### src/rtl/bus_arbiter.sv
// bus_arbiter: round-robin owner selection and hold sequencing
// for the shared 32-bit datapath bus encoder.
module bus_arbiter #(
  parameter int NUM_REQ = 4,
  parameter int NUM_SRC = 24,
  parameter int SEL_W   = 5
) (
  input  logic                     clock,
  input  logic                     clear,
  input  logic [NUM_REQ-1:0]       req,
  input  logic [NUM_REQ*SEL_W-1:0] req_src,
  input  logic [NUM_REQ*2-1:0]     req_len,
  output logic [NUM_REQ-1:0]       grant,
  output logic [NUM_REQ-1:0]       done,
  output logic [NUM_SRC-1:0]       Encoder_signals,
  output logic                     bus_busy,
  output logic                     err_bad_src
);
  localparam int PTR_W = (NUM_REQ > 1) ? $clog2(NUM_REQ) : 1;

  typedef enum logic {IDLE, OWN} state_t;

  state_t state;
  state_t state_nx;

  logic [PTR_W-1:0]   ptr;
  logic [PTR_W-1:0]   ptr_nx;
  logic [PTR_W-1:0]   owner;
  logic [PTR_W-1:0]   owner_nx;
  logic [1:0]         cnt;
  logic [1:0]         cnt_nx;
  logic [NUM_REQ-1:0] grant_nx;
  logic [NUM_REQ-1:0] done_nx;
  logic [NUM_SRC-1:0] enc_nx;
  logic               busy_nx;
  logic               err_nx;

  logic [SEL_W-1:0] src_arr [NUM_REQ];
  logic [1:0]       len_arr [NUM_REQ];

  for (genvar g = 0; g < NUM_REQ; g++) begin : g_unpack
    assign src_arr[g] = req_src[g*SEL_W +: SEL_W];
    assign len_arr[g] = req_len[g*2 +: 2];
  end

  logic               found;
  logic [PTR_W-1:0]   win;
  logic [PTR_W-1:0]   cand;
  int                 t;
  logic [SEL_W-1:0]   win_src;
  logic [1:0]         win_len;
  logic               src_ok;
  logic [NUM_REQ-1:0] win_hot;

  // rotating priority search starting at ptr
  always_comb begin
    found = 1'b0;
    win   = '0;
    cand  = '0;
    t     = 0;
    for (int k = 0; k < NUM_REQ; k++) begin
      t = int'(ptr) + k;
      if (t >= NUM_REQ) t = t - NUM_REQ;
      cand = PTR_W'(t);
      if (!found && req[cand]) begin
        found = 1'b1;
        win   = cand;
      end
    end
  end

  assign win_src = src_arr[win];
  assign win_len = len_arr[win];
  assign src_ok  = int'(win_src) < NUM_SRC;
  assign win_hot = NUM_REQ'(1) << win;

  always_comb begin
    state_nx = state;
    ptr_nx   = ptr;
    owner_nx = owner;
    cnt_nx   = cnt;
    grant_nx = grant;
    enc_nx   = Encoder_signals;
    busy_nx  = bus_busy;
    done_nx  = '0;
    err_nx   = 1'b0;
    unique case (state)
      IDLE: begin
        if (found) begin
          ptr_nx = (win == PTR_W'(NUM_REQ - 1))
                 ? '0 : win + 1'b1;
          if (src_ok) begin
            state_nx = OWN;
            owner_nx = win;
            cnt_nx   = win_len;
            grant_nx = win_hot;
            enc_nx   = NUM_SRC'(1) << win_src;
            busy_nx  = 1'b1;
            done_nx  = (win_len == 2'd0) ? win_hot : '0;
          end else begin
            err_nx  = 1'b1;
            done_nx = win_hot;
          end
        end
      end
      OWN: begin
        // dropped req aborts; count exhausted completes
        if (!req[owner] || cnt == 2'd0) begin
          state_nx = IDLE;
          cnt_nx   = 2'd0;
          grant_nx = '0;
          enc_nx   = '0;
          busy_nx  = 1'b0;
        end else begin
          cnt_nx  = cnt - 2'd1;
          done_nx = (cnt == 2'd1) ? grant : '0;
        end
      end
    endcase
  end

  always_ff @(posedge clock) begin
    if (clear) begin
      state           <= IDLE;
      ptr             <= '0;
      owner           <= '0;
      cnt             <= '0;
      grant           <= '0;
      done            <= '0;
      Encoder_signals <= '0;
      bus_busy        <= 1'b0;
      err_bad_src     <= 1'b0;
    end else begin
      state           <= state_nx;
      ptr             <= ptr_nx;
      owner           <= owner_nx;
      cnt             <= cnt_nx;
      grant           <= grant_nx;
      done            <= done_nx;
      Encoder_signals <= enc_nx;
      bus_busy        <= busy_nx;
      err_bad_src     <= err_nx;
    end
  end

  a_grant_hot: assert property (
    @(posedge clock) $onehot0(grant));
  a_enc_hot: assert property (
    @(posedge clock) $onehot0(Encoder_signals));
  a_done_hot: assert property (
    @(posedge clock) $onehot0(done));
  a_busy: assert property (
    @(posedge clock) bus_busy == |grant);

endmodule

### config.mk
export PLATFORM = sky130hd
export DESIGN_NAME = bus_arbiter
export DESIGN_NICKNAME = d
export VERILOG_FILES = /design/src/rtl/bus_arbiter.sv
export SDC_FILE = /design/constraint.sdc
export NUM_CORES = 1
export LEC_CHECK = 0
export CELL_PAD_IN_SITES_DETAIL_PLACEMENT = 1
export CELL_PAD_IN_SITES_GLOBAL_PLACEMENT = 1
export CORE_UTILIZATION = 35
export CTS_CLUSTER_SIZE = 40
export DETAILED_ROUTE_END_ITERATION = 8
export PLACE_DENSITY_LB_ADDON = 0.1
export SYNTH_ARGS = -nofsm -noshare
export SYNTH_HDL_FRONTEND = slang
export SYNTH_SLANG_ARGS = --single-unit
### constraint.sdc
create_clock -name clock -period 3.15 [get_ports clock]
set_input_delay 0.315 -clock clock [delete_from_list [all_inputs] [get_ports clock]]
set_output_delay 0.315 -clock clock [all_outputs]
set_load 0.02 [all_outputs]
==> impl_metrics.tcl, run 1 <==
set metrics [dict create \
    status "completed" \
    worstPathArrival_ns 3.14 \
    tightest_slew_ns 0.5159 \
    rsz0062_at_grt "no" \
    cts.sinks 41 \
    port_buffers 67 \
    ctsHoldBuffers 0 \
    start_util_pct 36.07 \
    grt_antenna_before_repair 0 \
    grt_pass1_wl_um 10050 \
    synth.cell_area_um2 2277 \
    ir_worst_vdd_mv 0.3104 \
    grtUsageTotal_pct 20.00 \
    clkLatencyLatePin_ns 0.30 \
    r2r_slack_ns 0.29 \
    io_pins 68 \
    antenna_left 0 \
    final-setup-viol-count 0 \
    htree_levels 2 \
    clockBufferDepth 2 \
    drt_iter0_markers 87 \
    cts.repair.resized 0 \
    n_fill_cell 754 \
    hold_class "reg2reg" \
    clock_skew_ns 0.01026 \
    layout_common_cells "67 x clkdlybuf4s50_1, 41 x dfxtp_1, 36 x buf_4" \
    place_hpwl_um 5036 \
    layout_commonest_cell "clkdlybuf4s50_1" \
    fmax_ghz 0.3431 \
    routedWlPerCell_um 15.42 \
    cp-start-kind "input pin" \
    hold_path_depth 2 \
    cts.reportedPaths.clkPinSlew_ns 0.08 \
    rows 29 \
    period_needed_ns 2.915 \
    fp.coreArea_um2 6314 \
    synthFlopType "dfxtp_1" \
    stdcell_area_um2 3302 \
    cts_tree "done" \
    dpl_cell_area_um2 3228 \
    synthArstFlopShare_pct 0 \
    syn_nets 294 \
    die_x_um 82.66 \
    synth.avg_cell_area_um2 8.965 \
    cp-end-kind "flop" \
    final_nets 385 \
    cts_setup_buffers 0 \
    cap_viol_max_count 0 \
    period_share_pct 92.53 \
    grt_overflow 0 \
    regArea_um2 820.8 \
    cp.required_ns 3.38 \
    finalSetupTns_ns 0 \
    total_power_mw 2.395 \
    dr.pass1.iters 4 \
    ff2ff_path_depth 8 \
    die_area_um2 6833 \
    p_per_area_nw_per_um2 725.2 \
    relSlewSlack_pct 65.48 \
    numCtsBuffers 5 \
    worstSetupPathType "in2reg" \
    clockRootBuffer "clkbuf_8" \
    grt_pass1_vias 2057 \
    seq_area_frac_synth_pct 36.04 \
    drcViolationCount 0 \
    hold_violations 0 \
    ys_warn_count 0 \
    antennaDiodeCount 0 \
    syn_inst 254 \
    gp_congestion 0.8784 \
    grt_max_degree 55 \
    wirelength_um 6492 \
    ys_types 54 \
    p_leak_nw 1.202 \
    viasPerCell 5.166 \
    dr_total_vias 2175 \
    multiInputGateArea_um2 1286 \
    whs_ns 0.4779 \
    drive_above_1_share_pct 17.44 \
    area_delta_synth_final_pct 45.00 \
    crit_path_max_fanout 7 \
    synth_edf_count 0 \
    finalMaxSlewViolations 0 \
    ys_ff_latch 41 \
    fp.dieH_um 82.66 \
]
## logic make-up after synthesis
| family | count (synthesis) | share of synthesized area (%) |
|---|---|---|
| AND/OR/NAND/NOR | 94 | 24.40 |
| buffers and inverters | 37 | 7.472 |
| multiplexers | 12 | 5.659 |
| flip-flops | 41 | 36.04 |
| AO/OA/AOI/OAI | 64 | 23.13 |
| adder cells (fa/ha/maj) | 6 | 3.297 |
## worst max-delay path: stages
cell and delay (ns):
clkdlybuf4s50_1 0.44, nor2b_2 0.17, buf_4 0.15, a211o_1 0.34, a221oi_1 0.43, buf_4 0.20
a32oi_4 0.08, or4_1 0.51, or3b_1 0.37, mux2i_1 0.13
## layer usage
layer  global-route usage [%]  wire [µm]
met4                    6.207         76
met3                    4.615        220
met1                    26.74       3148
met5                        0          0
met2                    31.64       3046
## cells in the mapped netlist, types with 2 or more instances
cell type	number	area, µm²
a21o_1	2	15.01
or4_1	2	15.01
o22ai_1	5	31.28
nand2b_1	22	137.6
nand3_1	9	45.04
nor3b_1	6	45.04
o21ai_0	3	15.01
a32oi_1	3	26.28
dfxtp_1	41	820.8
inv_1	16	60.06
nor2b_1	4	25.02
nor2_1	12	45.04
nand3b_1	2	15.01
or2_1	2	12.51
clkbuf_1	10	37.54
a221oi_1	4	35.03
or2_2	3	18.77
o2bb2ai_1	7	61.31
ha_1	6	75.07
buf_2	7	35.03
mux2i_1	8	80.08
mux2_2	3	33.78
buf_6	3	33.78
nor3_1	3	15.01
a21oi_1	7	35.03
nand2_1	12	45.04
o32ai_1	17	148.9
nor4_1	6	37.54
a211oi_1	2	15.01
a21bo_1	3	30.03
## worst paths after layout
path                                         start                          endpoint
setup / recovery                            req[2]   Encoder_signals[1]$_SDFFE_PP0P_
hold / removal    Encoder_signals[10]$_SDFFE_PP0P_  Encoder_signals[10]$_SDFFE_PP0P_
setup reg to reg               ptr[1]$_SDFFE_PP0P_   Encoder_signals[1]$_SDFFE_PP0P_
hold reg to reg   Encoder_signals[10]$_SDFFE_PP0P_  Encoder_signals[10]$_SDFFE_PP0P_
## report_power, final
| part | switching [mW] | total [mW] | internal, mW |
|---|---|---|---|
| Sequential | 0.0804 | 0.691 | 0.611 |
| Clock | 0.176 | 0.322 | 0.146 |
| Combinational | 0.716 | 1.38 | 0.665 |
| Total | 0.973 | 2.39 | 1.42 |
## flip-flops by register name (all words and copies together) (netlist names)
signal / count
cnt: 2
bus_busy: 1
state: 1
grant: 4
owner: 2
done: 4
Encoder_signals: 24
ptr: 2
err_bad_src: 1
## final cells by class
cell class,instances,area share [%]
sequential,41,24.86
tap,77,2.918
timing repair buffer,104,29.10
inverter,17,1.933
multi-input combinational,176,38.95
clock buffer,5,2.084
clock inverter,1,0.1516
## metrics by stage
step	cells	setup WS, ns	util, %
floorplan	254	0.6471	-
global placement	415	-0.02935	51.13
detailed placement	415	-0.03559	51.13
CTS	421	0.2651	52.30
global route	421	0.03181	52.30
finish	421	0.2352	52.30
(Power assumes the default switching activity.)
==> run 2: changes to the inputs <==
SETUP_SLACK_MARGIN = 0.4   (was default)
==> impl_metrics.tcl, run 2 (same netlist as run 1, synthesis figures left out) <==
set metrics [dict create \
    cpPeakStageDelay_ns 0.49 \
    slowest_stage "dfxtp_2" \
    crit_path_max_fanout 15 \
    port_buffers 67 \
    grt_antenna_before_repair 0 \
    clock_skew_ns 0.009851 \
    p_leak_nw 1.245 \
    drcViolationCount 0 \
    hold_class "reg2reg" \
    crit_path_start "ptr[1]$_SDFFE_PP0P_" \
    drt_iter0_markers 83 \
    ir_worst_vdd_mv 0.3143 \
    cts.sinks 41 \
    clockRootBuffer "clkbuf_8" \
    finalMaxSlewViolations 0 \
    r2r-end "Encoder_signals[1]$_SDFFE_PP0P_" \
    final-setup-viol-count 0 \
    swShare_pct 40.64 \
    p_per_area_nw_per_um2 729.5 \
    crit_buf_inv 1 \
    largest_register_ffs 24 \
    p_int_mw 1.469 \
    cts.reportedPaths.clkPinSlew_ns 0.08 \
    grt_max_degree 55 \
    tightest_slew_ns 0.5484 \
    switchingPower_mw 1.006 \
    place_hpwl_um 5036 \
    antenna_left 0 \
    worstSetupPathType "reg2reg" \
    hold_violations 0 \
    period_share_pct 82.28 \
    min_to "Encoder_signals[11]$_SDFFE_PP0P_" \
    period_needed_ns 2.592 \
    grt_pass1_wl_um 10200 \
    dr_total_vias 2199 \
    htree_levels 2 \
    routedWlPerCell_um 15.72 \
    viasPerCell 5.199 \
    cts_tree "done" \
    antennaDiodeCount 0 \
    layout_commonest_cell "clkdlybuf4s50_1" \
    drive_above_1_share_pct 20.81 \
    final_nets 387 \
    hold_path.startpoint "Encoder_signals[11]$_SDFFE_PP0P_" \
    clockBufferDepth 2 \
    pre_cts_ws_ns -0.03559 \
    layout_common_cells "63 x clkdlybuf4s50_1, 40 x dfxtp_1, 38 x buf_4" \
    fmax_ghz 0.3858 \
    n_fill_cell 751 \
    fp.dieH_um 82.66 \
    start_util_pct 36.07 \
    wirelength_um 6649 \
    cp-start-kind "flop" \
    area_delta_synth_final_pct 49.01 \
    cap_viol_max_count 0 \
    hold_path_depth 2 \
    dr.pass1.iters 4 \
    cp-end-kind "flop" \
    status "completed" \
    p_comb_share_pct 59.0 \
    r2r_slack_ns 0.56 \
    relSlewSlack_pct 63.31 \
    r2r_start "ptr[1]$_SDFFE_PP0P_" \
    regMostFlops "Encoder_signals" \
    clkLatencyLatePin_ns 0.30 \
    whs_ns 0.4758 \
    grt_pass1_vias 2088 \
    setup_ws_ns 0.5580 \
    grtUsageTotal_pct 20.25 \
    fp.coreArea_um2 6314 \
    crit_chain "nand2_1, a211o_4, a221oi_4, a32oi_2, buf_4, or4_4, or3b_1, mux2i_1" \
    io_pins 68 \
    die_x_um 82.66 \
    grt_overflow 0 \
    biggestRegsByFlops "Encoder_signals x24, done x4, grant x4" \
    path_depth 8 \
    ctsHoldBuffers 0 \
    rsz0062_at_grt "no" \
    gp_congestion 0.8784 \
    p_seq_share_pct 28.0 \
    die_area_um2 6833 \
    numCtsBuffers 5 \
    cp.required_ns 3.38 \
    clock_power_share_pct 13.0 \
    ff2ff_path_depth 8 \
    rows 29 \
    worstPathArrival_ns 2.82 \
    critPathTopFamily "simple AND/OR/NAND/NOR gates" \
]
run 2: worst reg2reg max path: stages, from the launching register on:
cell      delay (ns)
dfxtp_2         0.49
nand2_1         0.11
a211o_4         0.39
a221oi_4        0.29
a32oi_2         0.10
buf_4           0.17
or4_4           0.48
or3b_1          0.37
mux2i_1         0.13
run 2: how the worst max path moves through the flow:
| stage | endpoint | slack [ns] |
|---|---|---|
| floorplan | Encoder_signals[2]$_SDFFE_PP0P_ | 0.65 |
| global placement | Encoder_signals[1]$_SDFFE_PP0P_ | -0.03 |
| detailed placement | Encoder_signals[1]$_SDFFE_PP0P_ | -0.04 |
| CTS | Encoder_signals[1]$_SDFFE_PP0P_ | 0.40 |
| global route | Encoder_signals[1]$_SDFFE_PP0P_ | 0.42 |
| finish | Encoder_signals[1]$_SDFFE_PP0P_ | 0.56 |
run 2: area by class of cell:
cell class	instances	area, µm²	area share (%)
repair buffers	106	974.7	28.72
flip-flops and latches	41	822.0	24.23
clock inverters	1	5.005	0.1475
well taps	77	96.34	2.839
inverters	17	63.81	1.881
clock buffers	5	68.82	2.028
multi-input cells	176	1363	40.16
run 2: layer usage:
layer / vias to the layer above / wire, µm / GRT usage (%)
li1: 1115 / - / -
met1: 1034 / 3181 / 26.87
met2: 44 / 3169 / 32.38
met3: 6 / 222 / 4.615
met4: 0 / 74 / 6.207
met5: - / 0 / 0
run 2: power groups by stage:
stage / registers, mW / clock network (mW) / logic [mW]
floorplan: 0.734 / 0 / 0.773
global placement: 0.698 / 0 / 1.37
detailed placement: 0.704 / 0 / 1.38
CTS: 0.694 / 0.328 / 1.46
global route: 0.710 / 0.348 / 1.59
finish: 0.694 / 0.322 / 1.46
run 2: through the flow:
step / area, µm² / total power [mW] / instances / setup TNS (ns) / utilization (%)
detailed placement: 3228 / 2.087 / 415 / -0.03559 / 51.13
finish: 3393 / 2.475 / 423 / 0 / 53.75
floorplan: 2277 / 1.508 / 254 / 0 / -
CTS: 3387 / 2.480 / 423 / 0 / 53.65
global route: 3393 / 2.645 / 423 / 0 / 53.75
global placement: 3228 / 2.064 / 415 / -0.02935 / 51.13
run 2: what timing repair did:
item | 4_1_cts | 5_1_grt
buffers inserted | 2 | 0
resized for setup | 15 | 2
pin swaps | 6 | 4
setup endpoints to repair | 4 | 2
gates cloned | 0 | 0
==> run 3: changes to the inputs <==
clock period = 2.5 ns   (was 3.15 ns; I/O delays follow)
==> impl_metrics.tcl, run 3 (same netlist as run 1, synthesis figures left out) <==
set metrics [dict create \
    finalSetupTns_ns -0.01500 \
    grt_max_degree 55 \
    r2r_start "ptr[0]$_SDFFE_PP0P_" \
    crit_path_max_fanout 8 \
    ir_worst_vdd_mv 0.5157 \
    hold_violations 0 \
    dr.pass1.iters 4 \
    clockRootBuffer "clkbuf_8" \
    routedWlPerCell_um 18.35 \
    numCtsBuffers 5 \
    r2r_slack_ns -0.01 \
    fp.dieH_um 82.66 \
    die_x_um 82.66 \
    layout_commonest_cell "clkdlybuf4s50_1" \
    fp.coreArea_um2 6314 \
    antennaDiodeCount 0 \
    io_pins 68 \
    ff2ff_path_depth 8 \
    final-setup-viol-count 1 \
    drcViolationCount 0 \
    rsz0062_at_grt "yes" \
    clkLatencyLatePin_ns 0.30 \
    viasPerCell 5.456 \
    port_buffers 67 \
    cp.required_ns 2.69 \
    stdcell_area_um2 3941 \
    fmax_ghz 0.3976 \
    worstSetupPathType "reg2reg" \
    period_share_pct 100.6 \
    grt_pass1_wl_um 11670 \
    layout_common_cells "63 x clkdlybuf4s50_1, 39 x dfxtp_1, 38 x buf_4" \
    grt_overflow 0 \
    area_delta_synth_final_pct 73.08 \
    r2r-end "Encoder_signals[21]$_SDFFE_PP0P_" \
    worstPathArrival_ns 2.71 \
    antenna_left 0 \
    dpl_cell_area_um2 3326 \
    cts.reportedPaths.clkPinSlew_ns 0.08 \
    biggestRegsByFlops "Encoder_signals x24, done x4, grant x4" \
    largest_register_ffs 24 \
    p_per_area_nw_per_um2 996.8 \
    gp_congestion 0.8141 \
    regMostFlops "Encoder_signals" \
    cp-start-kind "flop" \
    dr_total_vias 2395 \
    period_needed_ns 2.515 \
    start_util_pct 36.07 \
    setup_ws_ns -0.01500 \
    die_area_um2 6833 \
    cts.sinks 41 \
    clock_skew_ns 0.007483 \
    whs_ns 0.4917 \
    status "finished, violations left" \
    cap_viol_max_count 0 \
    tightest_slew_ns 0.6019 \
    drt_iter0_markers 46 \
    grt_antenna_before_repair 0 \
    final_nets 401 \
    p_leak_nw 1.435 \
    hold_class "reg2reg" \
    clockBufferDepth 2 \
    cts_tree "done" \
    relSlewSlack_pct 59.45 \
    htree_levels 2 \
    place_hpwl_um 5113 \
    violations "negative setup slack" \
    hold_path.startpoint "Encoder_signals[6]$_SDFFE_PP0P_" \
    wirelength_um 8056 \
    grt_pass1_vias 2408 \
    min_to "Encoder_signals[6]$_SDFFE_PP0P_" \
    rows 29 \
    cp-end-kind "flop" \
    finalMaxSlewViolations 0 \
    drive_above_1_share_pct 38.40 \
    hold_path_depth 2 \
    ctsHoldBuffers 0 \
    grtUsageTotal_pct 22.93 \
]
[run 3: per-layer routing]
metal / global-route usage, % / vias to the layer above / part of all wire (%)
met5: 0 / - / 0
met4: 6.552 / 0 / 2.0
met3: 3.846 / 16 / 2.3
met2: 43.93 / 47 / 56
met1: 25.56 / 1188 / 39
li1: - / 1144 / -
[run 3: critical path, stage by stage (launching register included)]
cell and delay, ns:
dfxtp_4 0.39, nor2b_4 0.05, or4b_4 0.55, a21bo_1 0.25
a32oi_4 0.35, a21oi_2 0.12, o21a_4 0.26, clkbuf_16 0.18
o32ai_2 0.25
[run 3: worst max path at each step]
stage / startpoint / to / cells past startpoint
floorplan: req[0] / Encoder_signals[2]$_SDFFE_PP0P_ / 9
global placement: req[3] / Encoder_signals[1]$_SDFFE_PP0P_ / 10
detailed placement: req[3] / Encoder_signals[11]$_SDFFE_PP0P_ / 9
CTS: ptr[0]$_SDFFE_PP0P_ / Encoder_signals[1]$_SDFFE_PP0P_ / 8
global route: ptr[0]$_SDFFE_PP0P_ / Encoder_signals[21]$_SDFFE_PP0P_ / 8
finish: ptr[0]$_SDFFE_PP0P_ / Encoder_signals[21]$_SDFFE_PP0P_ / 8
[run 3: layout make-up]
cell class                 count  area (µm²)
clock buffer                   6       82.58
clock inverter                 2       13.76
fill                         691        2372
inverter                      17       63.81
multi-input combinational    176        1698
sequential                    41       825.8
tap                           77       96.34
timing repair buffer         120        1161
[run 3: metrics by stage]
stage               power [mW]  std cells  setup WS, ns  util (%)
global route             4.148        439      -0.07804     62.43
global placement         2.696        421       -0.5117     52.68
finish                   3.929        439      -0.01500     62.43
CTS                      3.599        437       0.09535     58.92
floorplan                1.987        254        0.1126         -
detailed placement       2.733        421       -0.5868     52.68
[run 3: power by group]
part / switching (mW) / internal (mW) / leakage, nW
combinational: 1.29 / 1.30 / 1.05
sequential: 0.0921 / 0.775 / 0.334
clock: 0.251 / 0.224 / 0.0512
total: 1.63 / 2.30 / 1.44
[run 3: what timing repair did]
action,in CTS,in global routing
gates resized for setup,50,36
pin swaps,15,12
gates cloned,1,1
setup buffers,7,1
endpoints found under the setup margin,40,39
==> RTL edit, RTL diff (settings of run 1) <==
`SEL_W`: 5 -> 4.
--- a/src/rtl/bus_arbiter.sv
+++ b/src/rtl/bus_arbiter.sv
@@ -5,3 +5,3 @@
   parameter int NUM_SRC = 24,
-  parameter int SEL_W   = 5
+  parameter int SEL_W   = 4
 ) (
Ports: changed (resized req_src); port bits go from 68 to 64. No check against the original RTL was run, so the function may have changed too.
==> RTL edit against run 1 <==
Cell area down 21%. Wire length shrank 18%. Worst hold slack got worse by 0.029 ns. Register-to-register slack improved by 0.72 ns. Setup slack gained 0.54 ns. Sequential cell count decreased by 9. Global-route usage increased by 0.35 points. Synthesized area shrank 16%. Clock skew fell by 0.0031 ns. Critical endpoint is now Encoder_signals[15]. Highest routed layer unchanged.
Power is not compared: it rests on default switching activity, and its combinational part moved more than twofold at a synthesized area within 25%.
==> RTL edit: results (changes against run 1) <==
global_routing:
  grt_pass1_wl_um: 8528  # was 10,050 um
  track_usage: 0.2035  # was 0.2000
  grt_pass1_vias: 1698  # was 2,057
  grt_util_met1: 0.2538  # was 0.2674
  grt_max_degree: 17  # was 55
  grtUsageMet2: 0.3441  # was 0.3164
  use_met3: 0.04233  # was 0.04615
placement:
  place_hpwl_um: 4007  # was 5036 um
  pre_cts_ws_ns: 0.4867  # was -0.03559 ns
  port_buffers: 54  # was 67
  place_congestion: 0.7951  # was 0.8784
synthesis:
  ys_seq_area_frac: 0.3364  # was 0.3604
  synth_fa_ha_area_frac: 0.03942  # was 0.03297
  synth_area_leaders: "dfxtp_1 (34%), buf_4 (5.5%), o21ai_1 (5.5%)"  # was dfxtp_1 (36%), o32ai_1 (6.5%), nand2b_1 (6.0%)
  muxShareOfSynthArea: 0.01051  # was 0.05659
  ys_top_cells_by_count: "dfxtp_1 (32), o21ai_1 (21), nand2_1 (19)"  # was dfxtp_1 (41), nand2b_1 (22), o32ai_1 (17)
  synth_ff_type: "dfxtp_1"  # unchanged
  synth_compound_area_frac: 0.2753  # was 0.2313
  ys_types: 56  # was 54
detailed_routing:
  drt_iter0_markers: 36  # was 87
  viasPerCell: 5.230  # was 5.166
  met2_length_um: 2609  # was 3046 um
  drt_wl_total_um: 5353  # was 6492 um
  wl_met3_um: 197  # was 220 um
  wl_met1_um: 2426  # was 3148 um
critical_path:
  rrSetupSlack_ns: 1.01  # was 0.29 ns
  r2r-end: "Encoder_signals[15]"  # was Encoder_signals[1]
  cp-startpoint: "req[1]"  # was req[2]
  crit_end: "Encoder_signals[15]"  # was Encoder_signals[1]
  worstPathMaxFanout: 12  # was 7
  max_stage_delay_ns: 0.60  # was 0.51 ns
  r2r-start: "ptr[0]"  # was ptr[1]
  reg2reg_depth: 6  # was 8
  crit_family: "compound AO/OA/AOI/OAI gates"  # was simple AND/OR/NAND/NOR gates
  cp_slowest_cell: "clkdlybuf4s50_1"  # was or4_1
sta:
  fin_ws_ns: 0.7754  # was 0.2352 ns
  max_slew_margin: 0.6136  # was 0.6548
  final-hold-violation-count: 0  # unchanged
  finClkSkew_ns: 0.007114  # was 0.01026 ns
clock_tree:
  cts.clk_slew.worst_paths_ns: 0.07
status:
  outcome: "finished, final reports clean"  # unchanged
hold_path:
  holdPathEnd: "Encoder_signals[11]"  # was Encoder_signals[10]
  hold_path.startpoint: "Encoder_signals[11]"  # was Encoder_signals[10]
final_layout:
  nets: 304  # was 385
  largestRegisters: "Encoder_signals x16, done x4, grant x4"  # was Encoder_signals x24, done x4, grant x4
  fill_cells: 616  # was 754
  antenna_cells: 0  # unchanged
  layout-drive-gt1-share: 0.1524  # was 0.1744
pwr:
  p_sw_uw: 447.9
  p_seq_uw: 466
-- RTL edit: cell count changes after synthesis, moves of 8 or more --
cell,delta
dfxtp_1,-9
o21ai_1,+20
nand3_2,+8
o32ai_1,-17
buf_4,+14
nand2b_1,-20
clkbuf_1,-8
inv_1,-11
-- RTL edit: layout make-up --
type                    instances  area share
multi-input cells             164      0.4381
flip-flops and latches         32      0.2467
repair buffers                 60      0.2255
clock buffers                   7     0.03711
well taps                      70     0.03373
clock inverters                 1     0.01157
inverters                       5    0.007229
-- RTL edit: through the flow --
stage                     total power [uW]  hold WS, ns  instance area (um^2)    util  std cells
after CTS                             1372       0.4538                  2596  0.5019        339
after detailed placement             929.3       0.4440                  2470  0.4775        331
final                                 1354       0.4490                  2596  0.5019        339
after floorplan                      789.1       0.4497                  1934       -        221
after global placement               921.3       0.4377                  2470  0.4775        331
after global routing                  1436       0.4661                  2596  0.5019        339
